$ cat src/rtl/arm_fetch_pkg.sv
// rtl/arm_fetch_pkg.sv - shared fetch-stage constants, state codes and buffer entry type
// Contents: INST_WIDTH, PC_INC, DEFAULT_RESET_PC, FETCH_* state codes,
//           fetch_entry_t {inst, pc}, align_pc() word-alignment helper.
package arm_defs;

    localparam int          INST_WIDTH       = 32;
    localparam logic [31:0] PC_INC           = 32'd4;
    localparam logic [31:0] DEFAULT_RESET_PC = 32'h0000_0000;

    localparam logic [1:0] FETCH_RUN    = 2'd0;
    localparam logic [1:0] FETCH_WAIT   = 2'd1;
    localparam logic [1:0] FETCH_FLUSH  = 2'd2;
    localparam logic [1:0] FETCH_HALTED = 2'd3;

    typedef struct packed {
        logic [INST_WIDTH-1:0] inst;
        logic [31:0]           pc;
    } fetch_entry_t;

    function automatic logic [31:0] align_pc(input logic [31:0] pc);
        return {pc[31:2], 2'b00};
    endfunction

endpackage

$ cat src/rtl/arm_fetch_if.sv
// rtl/arm_fetch_if.sv - instruction-memory and decode handshakes of the fetch stage
// Signals: imem_req/imem_addr/imem_ready (request), imem_rvalid/imem_rdata (response),
//          inst_valid/inst/inst_pc/inst_ready (decode side).
// Modports: master = fetch stage, slave = memory + decoder environment.
interface arm_fetch_if;
    import arm_defs::*;

    logic                  imem_req;
    logic [31:0]           imem_addr;
    logic                  imem_ready;
    logic                  imem_rvalid;
    logic [INST_WIDTH-1:0] imem_rdata;
    logic                  inst_valid;
    logic [INST_WIDTH-1:0] inst;
    logic [31:0]           inst_pc;
    logic                  inst_ready;

    modport master (
        output imem_req, imem_addr, inst_valid, inst, inst_pc,
        input  imem_ready, imem_rvalid, imem_rdata, inst_ready
    );

    modport slave (
        input  imem_req, imem_addr, inst_valid, inst, inst_pc,
        output imem_ready, imem_rvalid, imem_rdata, inst_ready
    );

endinterface

$ cat src/rtl/arm_fetch_fifo.sv
// rtl/arm_fetch_fifo.sv - synchronous FIFO of {inst, pc} entries for the fetch stage
// Ports: clk, rst (sync, active high), push/push_data, pop, flush (clears, beats push/pop),
//        head (entry at read pointer), count, full, empty.
module arm_fetch_fifo
    import arm_defs::*;
#(
    parameter int DEPTH = 2
) (
    input  logic                     clk,
    input  logic                     rst,
    input  logic                     push,
    input  fetch_entry_t             push_data,
    input  logic                     pop,
    input  logic                     flush,
    output fetch_entry_t             head,
    output logic [$clog2(DEPTH):0]   count,
    output logic                     full,
    output logic                     empty
);

    localparam int AW = $clog2(DEPTH);
    localparam int CW = AW + 1;

    fetch_entry_t    mem [DEPTH];
    logic [AW-1:0]   wr_ptr;
    logic [AW-1:0]   rd_ptr;
    logic            do_push;
    logic            do_pop;

    assign empty   = (count == '0);
    assign full    = (count == CW'(DEPTH));
    assign do_pop  = pop && !empty && !flush;
    assign do_push = push && !flush && (!full || do_pop);
    assign head    = mem[rd_ptr];

    // Pointers are AW bits wide, so DEPTH being a power of two makes them wrap for free.
    always_ff @(posedge clk) begin
        if (rst) begin
            wr_ptr <= '0;
            rd_ptr <= '0;
            count  <= '0;
            for (int i = 0; i < DEPTH; i++) begin
                mem[i] <= '0;
            end
        end else if (flush) begin
            wr_ptr <= '0;
            rd_ptr <= '0;
            count  <= '0;
        end else begin
            if (do_push) begin
                mem[wr_ptr] <= push_data;
                wr_ptr      <= wr_ptr + 1'b1;
            end
            if (do_pop) begin
                rd_ptr <= rd_ptr + 1'b1;
            end
            count <= count + CW'(do_push) - CW'(do_pop);
        end
    end

endmodule

$ cat src/rtl/arm_fetch.sv
// rtl/arm_fetch.sv - instruction fetch stage: PC, memory handshake, buffered decode handoff
// Ports: clk, rst (sync, active high), bus (arm_fetch_if.master: imem request/response
//        and decode valid/ready), redirect/redirect_pc (new PC + flush), halt (sticky stop),
//        fetch_pc (next address to request).
module arm_fetch
    import arm_defs::*;
#(
    parameter logic [31:0] RESET_PC  = DEFAULT_RESET_PC,
    parameter int          BUF_DEPTH = 2
) (
    input  logic               clk,
    input  logic               rst,
    arm_fetch_if.master        bus,
    input  logic               redirect,
    input  logic [31:0]        redirect_pc,
    input  logic               halt,
    output logic [31:0]        fetch_pc
);

    localparam int CW = $clog2(BUF_DEPTH) + 1;

    logic [1:0]    state;
    logic [31:0]   req_addr;
    logic          halting;
    logic          stop;
    logic          accept;
    logic          pending;
    logic          push;
    logic          pop;
    logic          flush;
    fetch_entry_t  push_entry;
    fetch_entry_t  head;
    logic [CW-1:0] count;
    logic          full;
    logic          empty;

    // halting keeps the stop sticky while an in-flight response is still being drained.
    assign stop    = halt || halting;
    assign flush   = stop || redirect;

    // Only one request may be outstanding, so a free slot always exists for its response.
    assign bus.imem_req  = !rst && !stop && (state == FETCH_RUN) && !full;
    assign bus.imem_addr = fetch_pc;
    assign accept        = bus.imem_req && bus.imem_ready;

    // A response is still owed if we were waiting/flushing and it has not arrived this cycle.
    assign pending = ((state == FETCH_WAIT) || (state == FETCH_FLUSH)) && !bus.imem_rvalid;

    assign push       = (state == FETCH_WAIT) && bus.imem_rvalid;
    assign pop        = !empty && bus.inst_ready;
    assign push_entry = '{inst: bus.imem_rdata, pc: req_addr};

    assign bus.inst_valid = (count != '0);
    assign bus.inst       = head.inst;
    assign bus.inst_pc    = head.pc;

    arm_fetch_fifo #(
        .DEPTH (BUF_DEPTH)
    ) u_fifo (
        .clk       (clk),
        .rst       (rst),
        .push      (push),
        .push_data (push_entry),
        .pop       (pop),
        .flush     (flush),
        .head      (head),
        .count     (count),
        .full      (full),
        .empty     (empty)
    );

    always_ff @(posedge clk) begin
        if (rst) begin
            state    <= FETCH_RUN;
            fetch_pc <= RESET_PC;
            req_addr <= '0;
            halting  <= 1'b0;
        end else if (stop) begin
            // Requests are masked while stopping, so accept cannot be set here.
            halting <= 1'b1;
            if (state != FETCH_HALTED) begin
                state <= pending ? FETCH_FLUSH : FETCH_HALTED;
            end
        end else if (redirect) begin
            fetch_pc <= align_pc(redirect_pc);
            // A request accepted in this very cycle still owes a response to discard.
            state    <= (pending || accept) ? FETCH_FLUSH : FETCH_RUN;
        end else begin
            case (state)
                FETCH_RUN: begin
                    if (accept) begin
                        req_addr <= fetch_pc;
                        fetch_pc <= fetch_pc + PC_INC;
                        state    <= FETCH_WAIT;
                    end
                end
                FETCH_WAIT: begin
                    if (bus.imem_rvalid) begin
                        state <= FETCH_RUN;
                    end
                end
                FETCH_FLUSH: begin
                    if (bus.imem_rvalid) begin
                        state <= FETCH_RUN;
                    end
                end
                default: begin
                    state <= FETCH_HALTED;
                end
            endcase
        end
    end

endmodule

$ cat src/flat_wrapper.sv
// flat-port wrapper written by rule: the top's interface ports become plain ports
module arm_fetch_flat import arm_defs::*;
#(
    parameter logic [31:0] RESET_PC  = DEFAULT_RESET_PC,
    parameter int          BUF_DEPTH = 2
)
  (clk, rst, redirect, redirect_pc, halt, fetch_pc, bus_imem_req, bus_imem_addr, bus_inst_valid, bus_inst, bus_inst_pc, bus_imem_ready, bus_imem_rvalid, bus_imem_rdata, bus_inst_ready);
  arm_fetch_if bus_i ();
  input  logic clk;
  input  logic rst;
  input  logic redirect;
  input  logic [31:0] redirect_pc;
  input  logic halt;
  output logic [31:0] fetch_pc;
  output wire logic [$bits(bus_i.imem_req)-1:0] bus_imem_req;
  output wire logic [$bits(bus_i.imem_addr)-1:0] bus_imem_addr;
  output wire logic [$bits(bus_i.inst_valid)-1:0] bus_inst_valid;
  output wire logic [$bits(bus_i.inst)-1:0] bus_inst;
  output wire logic [$bits(bus_i.inst_pc)-1:0] bus_inst_pc;
  input wire logic [$bits(bus_i.imem_ready)-1:0] bus_imem_ready;
  input wire logic [$bits(bus_i.imem_rvalid)-1:0] bus_imem_rvalid;
  input wire logic [$bits(bus_i.imem_rdata)-1:0] bus_imem_rdata;
  input wire logic [$bits(bus_i.inst_ready)-1:0] bus_inst_ready;
  assign bus_imem_req = bus_i.imem_req;
  assign bus_imem_addr = bus_i.imem_addr;
  assign bus_inst_valid = bus_i.inst_valid;
  assign bus_inst = bus_i.inst;
  assign bus_inst_pc = bus_i.inst_pc;
  assign bus_i.imem_ready = bus_imem_ready;
  assign bus_i.imem_rvalid = bus_imem_rvalid;
  assign bus_i.imem_rdata = bus_imem_rdata;
  assign bus_i.inst_ready = bus_inst_ready;
  arm_fetch #(.RESET_PC(RESET_PC), .BUF_DEPTH(BUF_DEPTH)) u_core (.clk(clk), .rst(rst), .bus(bus_i), .redirect(redirect), .redirect_pc(redirect_pc), .halt(halt), .fetch_pc(fetch_pc));
endmodule
$ cat config.mk
export PLATFORM = sky130hd
export DESIGN_NAME = arm_fetch_flat
export DESIGN_NICKNAME = d
export VERILOG_FILES = /design/src/rtl/arm_fetch_pkg.sv /design/src/rtl/arm_fetch_if.sv /design/src/rtl/arm_fetch_fifo.sv /design/src/rtl/arm_fetch.sv /design/src/flat_wrapper.sv
export SDC_FILE = /design/constraint.sdc
export NUM_CORES = 1
export LEC_CHECK = 0
export CAP_MARGIN = 15
export CORE_MARGIN = 8
export CORE_UTILIZATION = 50
export DETAILED_ROUTE_END_ITERATION = 10
export MAX_ROUTING_LAYER = met4
export PLACE_DENSITY = 0.84
export SETUP_SLACK_MARGIN = 0.02
export SLEW_MARGIN = 10
export SYNTH_ARGS = -nofsm -noshare
export SYNTH_HDL_FRONTEND = slang
export SYNTH_SLANG_ARGS = --single-unit
$ cat constraint.sdc
create_clock -name clk -period 9.2 [get_ports clk]
set_input_delay 1.84 -clock clk [delete_from_list [all_inputs] [get_ports clk]]
set_output_delay 1.84 -clock clk [all_outputs]
set_load 0.02 [all_outputs]
==> results of run 1 <==
worst max-delay path, stage by stage:
cell and delay, ns:
clkdlybuf4s50_1 0.42, or2_2 0.35, nor2_1 0.13, and3_1 0.18, clkdlybuf4s50_1 0.60
power by group through the flow:
stage	registers, mW	clock network, mW	logic (mW)
after floorplan	0.984	0	0.104
after detailed placement	0.984	0	0.202
after global routing	0.969	0.780	0.216
final	0.966	0.738	0.202
after global placement	0.982	0	0.199
after CTS	0.965	0.749	0.203
metrics by stage:
stage	hold WS, ns	worst slack [ns]
2_1_floorplan	0.440	4.40
6_report	0.462	3.83
3_5_place_dp	0.455	3.85
3_3_place_gp	0.447	3.85
4_1_cts	0.463	3.83
5_1_grt	0.476	3.69
logic make-up (layout without fill, tap and decap cells):
kind of cell               count (synthesis)  count (layout)  share of synthesized area
buffers and inverters                     93             244                     0.0546
and+or+nand+nor                          324             324                      0.190
DFF                                      192             192                      0.564
adders and majority gates                  5               5                    0.00694
AOI/OAI and AO/OA                        131             131                     0.0919
other                                      1               6                   0.000416
muxes                                     66              66                     0.0824
xor gates and xnor gates                  10              10                    0.00972
state kept, by name, indices dropped and copies added, names as in the netlist, named ones only:
| register | flops |
|---|---|
| u_core.u_fifo.count | 2 |
| u_core.u_fifo.rd_ptr | 1 |
| u_core.halting | 1 |
| u_core.bus.imem_addr | 30 |
| u_core.state | 2 |
| u_core.u_fifo.wr_ptr | 1 |
| u_core.u_fifo.mem | 124 |
| u_core.req_addr | 30 |
worst min-delay path by stage:
stage	from	to	slack, ns	depth (start not counted)
6_report	u_core.req_addr[31]$_SDFFE_PP0P_	u_core.req_addr[31]$_SDFFE_PP0P_	0.46	2
5_1_grt	u_core.req_addr[26]$_SDFFE_PP0P_	u_core.req_addr[26]$_SDFFE_PP0P_	0.48	2
4_1_cts	u_core.req_addr[26]$_SDFFE_PP0P_	u_core.req_addr[26]$_SDFFE_PP0P_	0.46	2
3_5_place_dp	u_core.req_addr[26]$_SDFFE_PP0P_	u_core.req_addr[26]$_SDFFE_PP0P_	0.45	2
3_3_place_gp	u_core.req_addr[5]$_SDFFE_PP0P_	u_core.req_addr[5]$_SDFFE_PP0P_	0.45	2
2_1_floorplan	u_core.req_addr[10]$_SDFFE_PP0P_	u_core.req_addr[10]$_SDFFE_PP0P_	0.44	2
per-layer routing:
layer	share of wire	global-route usage	vias up
met5	0	-	-
met4	0.019	0.0650	0
met3	0.077	0.0442	39
li1	-	-	3162
met2	0.48	0.333	292
met1	0.42	0.257	3223
Yosys cell counts (9+ instances only):
cell type    n
a21oi_1     60
and2_1     127
buf_4       36
clkbuf_1    39
dfxtp_1     68
edfxtp_1   124
inv_1        9
mux2_2      65
nand2_1     90
nand3_1     20
nand4_1     11
nor2_1      33
nor3_1      12
o21ai_0     16
cell type report:
class | count | area, um2
clock inverters | 5 | 40.0
flip-flops and latches | 192 | 5090
repair buffers | 202 | 1990
clock buffers | 27 | 567
fillers | 1411 | 6350
well taps | 229 | 287
multi-input cells | 542 | 3480
inverters | 10 | 37.5
==> tab_implementation.tex, run 1 <==
\begin{tabular}{lr}
\hline
Metric & Value \\
\hline
\multicolumn{2}{l}{\textbf{Run status}} \\
Run status & complete, no violations \\
\multicolumn{2}{l}{\textbf{Finish}} \\
Area growth from synthesis to final layout & 27.6\% \\
Antenna diode count & 0 \\
Fraction of final layout cells with drive strength greater than 1 & 0.122 \\
Commonest non-fill, non-tap cells in the layout & 191 x clkdlybuf4s50\_1, 127 x and2\_1, 124 x edfxtp\_1, 89 x nand2\_1, 67 x dfxtp\_1 \\
Layout Utilization & 0.644 \\
Final Net Count & $\sim$1,000 \\
Post-route cell area & 11,500 um2 \\
Non-Filler Instances & 1,207 \\
Most common cell after layout, fill and taps aside & clkdlybuf4s50\_1 \\
\multicolumn{2}{l}{\textbf{Synth}} \\
Synth top area share & 0.413 \\
Most used DFF post-synth & edfxtp\_1 \\
Largest area contributor in the synthesized netlist & edfxtp\_1 \\
Flip-flop and latch count after synthesis & approximately 190 \\
Fraction of the yosys area taken by sequential cells & 0.564 \\
Dominant cells by area after synthesis & edfxtp\_1 41\%, dfxtp\_1 15\%, and2\_1 8.8\% \\
Post-synth EDFFs & 124 \\
Unique cell type count in the Yosys netlist & 52 \\
Mean instance size in the synthesized netlist & roughly 11 um2 \\
Ys Warns & 0 \\
Count of mapped cells out of synthesis & roughly 820 \\
Proportion of register bits with asynchronous set or reset after synthesis & 0 \\
Post-Syn Area & approximately 9000 um2 \\
\multicolumn{2}{l}{\textbf{Global route}} \\
Total congestion overflow & 0 \\
Global routing usage summed across all routing layers & 0.207 \\
Maximum number of pins on one net before global-route repair & 63 \\
Number of antenna violations at the first check in global routing & 0 \\
Number of global-route vias before repair & 6,675 \\
First-pass GRT wire length & 35.5 mm \\
\multicolumn{2}{l}{\textbf{Floorplan}} \\
\# IOs & 201 \\
Area of the die & 22,600 um2 \\
Core region area & 17,800 um2 \\
Overall die height & about 150 um \\
Die X-Extent & 150 um \\
Initial standard-cell utilization of the core & 0.505 \\
Placement row count & 49 \\
\multicolumn{2}{l}{\textbf{Power}} \\
Power spent charging and discharging nets & 0.441 mW \\
Clock network fraction of design power & 0.387 \\
Peak supply drop & between 0.15 and 0.2 mV \\
Pwr per Cell Area & between 150 and 200 nW/um2 \\
P\_int & 1.46 mW \\
Static leakage & 4.08 nW \\
Proportion of total power due to net switching & 0.231 \\
Tot Pwr & about 1.9 mW \\
Share of total power in combinational logic & 0.106 \\
Portion of total power attributed to sequential cells & 0.507 \\
\multicolumn{2}{l}{\textbf{Clock network}} \\
Number of gates given a new drive strength after cts & 0 \\
Deepest clock path buffer count & 2 \\
TritonCTS clock tree & yes \\
Clock buffers created by TritonCTS & 17 \\
Count of H-tree levels built during CTS & 4 \\
Clk Latency, worst-skew pair & 0.42 ns \\
Clock transition at the registers of the reported paths & roughly 0.070 ns \\
\# clock sinks & 192 \\
\# hold bufs at CTS & 0 \\
Library cell used as clock root buffer & clkbuf\_16 \\
Buffers inserted during post-CTS setup optimization & 0 \\
\multicolumn{2}{l}{\textbf{Timing}} \\
Final-report max-slew violation count & 0 \\
Shortest period the worst path allows & 5.37 ns \\
Hold Violations, Final & 0 \\
RSZ-0062 raised after global routing & no \\
Setup violation total in the final timing report & 0 \\
Setup skew after layout & between 0.01 and 0.015 ns \\
Final worst path period share & 0.583 \\
Setup total negative slack & 0 ns \\
Transition at the pin with the smallest max-transition slack & $\sim$1 ns \\
Maximum clock frequency & between 150 and 200 MHz \\
Normalized max-slew margin & 0.335 \\
\multicolumn{2}{l}{\textbf{Worst setup path}} \\
Maximum fanout count along the critical path & 6 \\
Worst endpoint data arrival time & 3.53 ns \\
Register-to-register setup slack & between 6 and 7 ns \\
CP Class & in2out \\
Destination of the worst register-to-register timing path & u\_core.bus.imem\_addr[29]\$\_SDFFE\_PP0P\_ \\
End of the critical path & bus\_imem\_req \\
Critical Path Sink Type & output port \\
Worst reg2reg path depth & 5 \\
Worst flop-to-flop path startpoint & u\_core.bus.imem\_addr[11]\$\_SDFFE\_PP0P\_ \\
Critical path startpoint & halt \\
Required time worst endpoint & 7.36 ns \\
Category of the worst setup path launch point & input port \\
\multicolumn{2}{l}{\textbf{Place}} \\
Number of I/O port buffers & about 190 \\
Placed Instance Area & $\sim$11,000 um2 \\
Gpl congestion & 0.893 \\
Number of cells in the design after placement & 1,175 \\
Detailed-placement wirelength estimate & 15.0 mm \\
\multicolumn{2}{l}{\textbf{Routing}} \\
DRT Wirelength & 22.9 mm \\
Vias per cell & between 5 and 6 \\
Overall via count from detail\_route & 6,716 \\
Routed Antenna Nets & 0 \\
WL per Instance & 19.0 um \\
Number of design-rule violations left by the first detailed-router iteration & 526 \\
Number of design rule violations left after detail routing & 0 \\
Number of detailed-route iterations in the first pass & 5 \\
\multicolumn{2}{l}{\textbf{Job}} \\
Max-capacitance violation count & 0 \\
\multicolumn{2}{l}{\textbf{Min path}} \\
Class of the worst hold path & reg2reg \\
\hline
\end{tabular}
Note: power is estimated with default switching activity, not from simulation.
==> run 2: changes to the inputs <==
--- a/config.mk
+++ b/config.mk
@@ -7,10 +7,10 @@
 export LEC_CHECK = 0
 export CAP_MARGIN = 15
 export CORE_MARGIN = 8
-export CORE_UTILIZATION = 50
+export CORE_UTILIZATION = 46
 export DETAILED_ROUTE_END_ITERATION = 10
 export MAX_ROUTING_LAYER = met4
-export PLACE_DENSITY = 0.84
+export PLACE_DENSITY = 0.82
 export SETUP_SLACK_MARGIN = 0.02
 export SLEW_MARGIN = 10
 export SYNTH_ARGS = -nofsm -noshare
==> constraint.sdc (replaced) <==
create_clock -name clk -period 4.45 [get_ports clk]
set_input_delay 0.89 -clock clk [delete_from_list [all_inputs] [get_ports clk]]
set_output_delay 0.89 -clock clk [all_outputs]
set_load 0.02 [all_outputs]
==> tab_implementation.tex, run 2 (synthesis gave the netlist of run 1 again) <==
\begin{tabular}{lr}
\hline
Metric & Value \\
\hline
\multicolumn{2}{l}{\textbf{Run status}} \\
Run status & complete, no violations \\
\multicolumn{2}{l}{\textbf{Worst setup path}} \\
Worst reg2reg path depth & 4 \\
Cell chain of the critical path & clkdlybuf4s50\_1, or2\_2, nor2\_1, and3\_1, clkdlybuf4s50\_1 \\
Critical path startpoint & halt \\
CP Class & in2out \\
End of the critical path & bus\_imem\_req \\
Maximum fanout count along the critical path & 6 \\
Worst flop-to-flop path startpoint & u\_core.halting\$\_SDFFE\_PP0P\_ \\
Register-to-register setup slack & between 1.5 and 2 ns \\
CP most frequent cell & clkdlybuf4s50\_1 \\
Destination of the worst register-to-register timing path & u\_core.bus.imem\_addr[19]\$\_SDFFE\_PP0P\_ \\
Critical Path Sink Type & output port \\
Worst endpoint data arrival time & 2.58 ns \\
Category of the worst setup path launch point & input port \\
Critical Path Slowest Stage Cell & clkdlybuf4s50\_1 \\
Required time worst endpoint & 3.56 ns \\
Delay contributed by the slowest stage of the critical path & 0.61 ns \\
\multicolumn{2}{l}{\textbf{Timing}} \\
Setup violation total in the final timing report & 0 \\
Final worst path period share & 0.780 \\
RSZ-0062 raised after global routing & no \\
Final-report max-slew violation count & 0 \\
Transition at the pin with the smallest max-transition slack & 0.986 ns \\
Maximum clock frequency & 288 MHz \\
Hold Violations, Final & 0 \\
Setup total negative slack & 0 ns \\
Normalized max-slew margin & 0.343 \\
Setup skew after layout & 0.00937 ns \\
Shortest period the worst path allows & 3.47 ns \\
Smallest hold slack & around 0.46 ns \\
\multicolumn{2}{l}{\textbf{Routing}} \\
Overall via count from detail\_route & 6,821 \\
Number of detailed-route iterations in the first pass & 6 \\
WL per Instance & 18.7 um \\
Routed Antenna Nets & 0 \\
Vias per cell & 5.46 \\
DRT Wirelength & 23.4 mm \\
Number of design rule violations left after detail routing & 0 \\
Number of design-rule violations left by the first detailed-router iteration & 587 \\
\multicolumn{2}{l}{\textbf{Floorplan}} \\
Core region area & 19,300 um2 \\
Die X-Extent & 156 um \\
Placement row count & 51 \\
Area of the die & $\sim$24,000 um2 \\
Overall die height & 156 um \\
Initial standard-cell utilization of the core & 0.466 \\
\# IOs & approximately 200 \\
\multicolumn{2}{l}{\textbf{Place}} \\
Detailed-placement wirelength estimate & 15.9 mm \\
Gpl congestion & 0.913 \\
Number of I/O port buffers & 192 \\
\multicolumn{2}{l}{\textbf{Global route}} \\
Global routing usage summed across all routing layers & 0.197 \\
First-pass GRT wire length & 36.2 mm \\
Maximum number of pins on one net before global-route repair & between 60 and 70 \\
Number of global-route vias before repair & slightly below 7,000 \\
Total congestion overflow & 0 \\
Number of antenna violations at the first check in global routing & 0 \\
\multicolumn{2}{l}{\textbf{Power}} \\
Static leakage & about 4.1 nW \\
Peak supply drop & roughly 0.25 mV \\
Pwr per Cell Area & 337 nW/um2 \\
\multicolumn{2}{l}{\textbf{Finish}} \\
Most common cell after layout, fill and taps aside & clkdlybuf4s50\_1 \\
Register area & 5090 um2 \\
Area growth from synthesis to final layout & 28.3\% \\
Max reg flops & 124 \\
Commonest non-fill, non-tap cells in the layout & 191 x clkdlybuf4s50\_1, 127 x and2\_1, 124 x edfxtp\_1, 89 x nand2\_1, 67 x dfxtp\_1 \\
Final Net Count & 1,048 \\
Fraction of final layout cells with drive strength greater than 1 & 0.127 \\
Number of fillers in the final layout & roughly 1,600 \\
Reg with most FFs & u\_core.u\_fifo.mem \\
Antenna diode count & 0 \\
Area used by multi-input combinational logic & 3480 um2 \\
\multicolumn{2}{l}{\textbf{Clock network}} \\
Library cell used as clock root buffer & clkbuf\_16 \\
Number of gates given a new drive strength after cts & 0 \\
Buffers inserted during post-CTS setup optimization & 0 \\
TritonCTS clock tree & yes \\
\# hold bufs at CTS & 0 \\
Count of H-tree levels built during CTS & 4 \\
Clk Latency, worst-skew pair & 0.43 ns \\
Clock buffers created by TritonCTS & 17 \\
Clock transition at the registers of the reported paths & 0.07 ns \\
\# clock sinks & 192 \\
Deepest clock path buffer count & 2 \\
\multicolumn{2}{l}{\textbf{Min path}} \\
Class of the worst hold path & reg2reg \\
\multicolumn{2}{l}{\textbf{Job}} \\
Max-capacitance violation count & 0 \\
\hline
\end{tabular}
run 2: cell types whose count changed in the layout (fill, tap and decap cells not counted):
cell,previous run,this run
buf_4,10,16
clkbuf_16,20,18
buf_12,0,1
inv_6,1,3
clkbuf_8,4,0
clkinvlp_4,0,1
clkinv_2,1,2
dfxtp_4,1,0
bufinv_16,0,1
dfxtp_2,0,1
clkinv_1,1,2
run 2: layout make-up:
type | instances | share of cell area
inverters | 10 | 0.00325
clock buffers | 21 | 0.0399
well taps | 265 | 0.0287
multi-input cells | 542 | 0.301
flip-flops and latches | 192 | 0.440
repair buffers | 209 | 0.178
clock inverters | 11 | 0.00898
run 2: power by group:
part / total (mW) / internal (mW) / switching [mW]
sequential: 2.00 / 1.95 / 0.0453
clock: 1.47 / 0.810 / 0.662
combinational: 0.424 / 0.199 / 0.225
total: 3.89 / 2.96 / 0.932
run 2: critical path: cells and delay by family:
family        cells  cell delay (ns)
simple gates      3             0.65
buf+inv           2             1.04
run 2: worst min path at each step:
| stage | startpoint | endpoint | slack [ns] | cells after the start |
|---|---|---|---|---|
| CTS | u_core.req_addr[12]$_SDFFE_PP0P_ | u_core.req_addr[12]$_SDFFE_PP0P_ | 0.46 | 2 |
| finish | u_core.req_addr[12]$_SDFFE_PP0P_ | u_core.req_addr[12]$_SDFFE_PP0P_ | 0.46 | 2 |
| global placement | u_core.req_addr[22]$_SDFFE_PP0P_ | u_core.req_addr[22]$_SDFFE_PP0P_ | 0.45 | 2 |
| detailed placement | u_core.req_addr[12]$_SDFFE_PP0P_ | u_core.req_addr[12]$_SDFFE_PP0P_ | 0.45 | 2 |
| floorplan | u_core.req_addr[10]$_SDFFE_PP0P_ | u_core.req_addr[10]$_SDFFE_PP0P_ | 0.44 | 2 |
| global route | u_core.req_addr[30]$_SDFFE_PP0P_ | u_core.req_addr[30]$_SDFFE_PP0P_ | 0.48 | 2 |
run 2: layer usage:
layer  wire length, um  GRT usage  vias to the layer above
met5                 0          -                        -
met4               489     0.0670                        0
met3              1700     0.0438                       45
met2             11400      0.324                      341
met1              9870      0.234                     3257
li1                  -          -                     3178
run 2: metrics by stage:
| stage | power, mW | setup slack [ns] | instance area [um2] | util | instances |
|---|---|---|---|---|---|
| global placement | 2.45 | 0.845 | 11000 | 0.569 | 1218 |
| global route | 4.02 | 0.912 | 11600 | 0.598 | 1250 |
| finish | 3.89 | 0.979 | 11600 | 0.598 | 1250 |
| floorplan | 2.25 | 1.12 | 9030 | - | 827 |
| detailed placement | 2.46 | 0.811 | 11000 | 0.569 | 1218 |
| CTS | 3.91 | 0.977 | 11600 | 0.598 | 1250 |
==> run 3: changes to the inputs <==
==> constraint.sdc (replaced) <==
create_clock -name clk -period 2.86 [get_ports clk]
set_input_delay 0.572 -clock clk [delete_from_list [all_inputs] [get_ports clk]]
set_output_delay 0.572 -clock clk [all_outputs]
set_load 0.02 [all_outputs]
==> tab_implementation.tex, run 3 (synthesis gave the netlist of run 1 again) <==
\begin{tabular}{lr}
\hline
Metric & Value \\
\hline
\multicolumn{2}{l}{\textbf{Timing}} \\
Final worst path period share & 0.936 \\
Final-report max-slew violation count & 0 \\
Normalized max-slew margin & 0.557 \\
Shortest period the worst path allows & 2.68 ns \\
Smallest hold slack & 0.461 ns \\
Setup total negative slack & 0 ns \\
Maximum clock frequency & 373 MHz \\
Transition at the pin with the smallest max-transition slack & 0.663 ns \\
RSZ-0062 raised after global routing & no \\
Setup skew after layout & 0.00813 ns \\
Hold Violations, Final & 0 \\
Setup violation total in the final timing report & 0 \\
\multicolumn{2}{l}{\textbf{Floorplan}} \\
Overall die height & 156 um \\
Die X-Extent & 156 um \\
Initial standard-cell utilization of the core & 0.466 \\
Placement row count & 51 \\
Core region area & around 19,000 um2 \\
Area of the die & approximately 24,000 um2 \\
\# IOs & 201 \\
\multicolumn{2}{l}{\textbf{Clock network}} \\
Library cell used as clock root buffer & clkbuf\_16 \\
Deepest clock path buffer count & 2 \\
Clock buffers created by TritonCTS & 17 \\
TritonCTS clock tree & yes \\
Clk Latency, worst-skew pair & around 0.43 ns \\
Count of H-tree levels built during CTS & 4 \\
\# hold bufs at CTS & 0 \\
\# clock sinks & 192 \\
Clock transition at the registers of the reported paths & roughly 0.06 ns \\
\multicolumn{2}{l}{\textbf{Global route}} \\
Total congestion overflow & 0 \\
Number of antenna violations at the first check in global routing & 0 \\
First-pass GRT wire length & approximately 37 mm \\
Maximum number of pins on one net before global-route repair & 63 \\
Global routing usage summed across all routing layers & 0.197 \\
Number of global-route vias before repair & 6,911 \\
\multicolumn{2}{l}{\textbf{Routing}} \\
Overall via count from detail\_route & 6,812 \\
DRT Wirelength & roughly 24 mm \\
Number of detailed-route iterations in the first pass & 5 \\
WL per Instance & 18.6 um \\
Vias per cell & 5.37 \\
Number of design rule violations left after detail routing & 0 \\
Routed Antenna Nets & 0 \\
Number of design-rule violations left by the first detailed-router iteration & 514 \\
\multicolumn{2}{l}{\textbf{Power}} \\
Peak supply drop & 0.437 mV \\
Pwr per Cell Area & 509 nW/um2 \\
Static leakage & $\sim$4.2 nW \\
\multicolumn{2}{l}{\textbf{Worst setup path}} \\
Register-to-register setup slack & 0.70 ns \\
Maximum fanout count along the critical path & 62 \\
CP Class & reg2out \\
End of the critical path & bus\_inst\_pc[3] \\
Worst endpoint data arrival time & 2.11 ns \\
Worst reg2reg path depth & 5 \\
Category of the worst setup path launch point & flip-flop \\
Destination of the worst register-to-register timing path & u\_core.bus.imem\_addr[23]\$\_SDFFE\_PP0P\_ \\
Worst flop-to-flop path startpoint & u\_core.u\_fifo.count[1]\$\_SDFF\_PP0\_ \\
Critical Path Sink Type & output port \\
Required time worst endpoint & 2.29 ns \\
\multicolumn{2}{l}{\textbf{Place}} \\
Number of I/O port buffers & 192 \\
Number of cells in the design after placement & 1,236 \\
Detailed-placement wirelength estimate & 16.0 mm \\
Gpl congestion & 0.910 \\
\multicolumn{2}{l}{\textbf{Finish}} \\
Fraction of final layout cells with drive strength greater than 1 & 0.142 \\
Antenna diode count & 0 \\
Area growth from synthesis to final layout & 30.9\% \\
Register area & 5090 um2 \\
Max reg flops & $\sim$120 \\
Final Net Count & between 1,000 and 1,500 \\
Area used by multi-input combinational logic & 3480 um2 \\
Reg with most FFs & u\_core.u\_fifo.mem \\
Number of fillers in the final layout & 1,596 \\
Non-Filler Instances & 1,268 \\
Most common cell after layout, fill and taps aside & clkdlybuf4s50\_1 \\
Commonest non-fill, non-tap cells in the layout & 190 x clkdlybuf4s50\_1, 127 x and2\_1, 124 x edfxtp\_1, 89 x nand2\_1, 67 x dfxtp\_1 \\
\multicolumn{2}{l}{\textbf{Min path}} \\
Class of the worst hold path & reg2reg \\
Hold Crit Depth & 2 \\
\multicolumn{2}{l}{\textbf{Job}} \\
Max-capacitance violation count & 0 \\
\multicolumn{2}{l}{\textbf{Run status}} \\
Run status & complete, no violations \\
\hline
\end{tabular}
==> run 3: changes by cell type in the layout (fill, tap and decap cells not counted), moves of 3 or more <==
cell,previous run,this run
buf_12,1,10
inv_6,3,0
clkinv_4,3,0
clkinvlp_4,1,6
buf_4,16,25
==> run 3: worst min-delay path by stage <==
stage | start | to
4_1_cts | u_core.req_addr[22]$_SDFFE_PP0P_ | u_core.req_addr[22]$_SDFFE_PP0P_
2_1_floorplan | u_core.req_addr[10]$_SDFFE_PP0P_ | u_core.req_addr[10]$_SDFFE_PP0P_
5_1_grt | u_core.req_addr[22]$_SDFFE_PP0P_ | u_core.req_addr[22]$_SDFFE_PP0P_
6_report | u_core.req_addr[23]$_SDFFE_PP0P_ | u_core.req_addr[23]$_SDFFE_PP0P_
3_5_place_dp | u_core.req_addr[22]$_SDFFE_PP0P_ | u_core.req_addr[22]$_SDFFE_PP0P_
3_3_place_gp | u_core.req_addr[12]$_SDFFE_PP0P_ | u_core.req_addr[12]$_SDFFE_PP0P_
==> run 3: final cells by class <==
| class | count | area share |
|---|---|---|
| flip-flops and latches | 192 | 0.431 |
| repair buffers | 227 | 0.196 |
| clock buffers | 21 | 0.0382 |
| multi-input cells | 542 | 0.295 |
| clock inverters | 11 | 0.00785 |
| inverters | 10 | 0.00318 |
| well taps | 265 | 0.0281 |
==> run 3: repair_timing <==
| item | in CTS | in global routing |
|---|---|---|
| resized for setup | 0 | 1 |
| setup buffers | 0 | 0 |
| endpoints found under the setup margin | 0 | 1 |
==> run 3: critical path, stage by stage, from the launching register on <==
cell	delay, ns
dfxtp_2	0.34
buf_12	0.28
mux2_2	0.39
clkdlybuf4s50_1	0.57
==> run 3: metal layers <==
metal | vias up | part of all wire | track usage
met5 | - | 0 | -
met4 | 0 | 0.015 | 0.0582
met3 | 28 | 0.069 | 0.0399
met2 | 258 | 0.49 | 0.329
met1 | 3306 | 0.42 | 0.237
li1 | 3220 | - | -
==> run 3: per-stage QoR <==
stage	total power [mW]	setup slack [ns]	area (um2)	utilization
3_3_place_gp	3.84	0.111	11200	0.582
5_1_grt	6.20	0.121	11800	0.610
3_5_place_dp	3.86	0.0920	11200	0.582
4_1_cts	6.05	0.0779	11800	0.610
6_report	6.01	0.182	11800	0.610
2_1_floorplan	3.50	0.395	9030	-
==> run 3: power breakdown <==
| part | leakage, nW | total [mW] | internal, mW | switching [mW] |
|---|---|---|---|---|
| clock | 0.246 | 2.21 | 1.21 | 0.994 |
| combinational | 2.12 | 0.706 | 0.336 | 0.370 |
| sequential | 1.83 | 3.09 | 3.03 | 0.0578 |
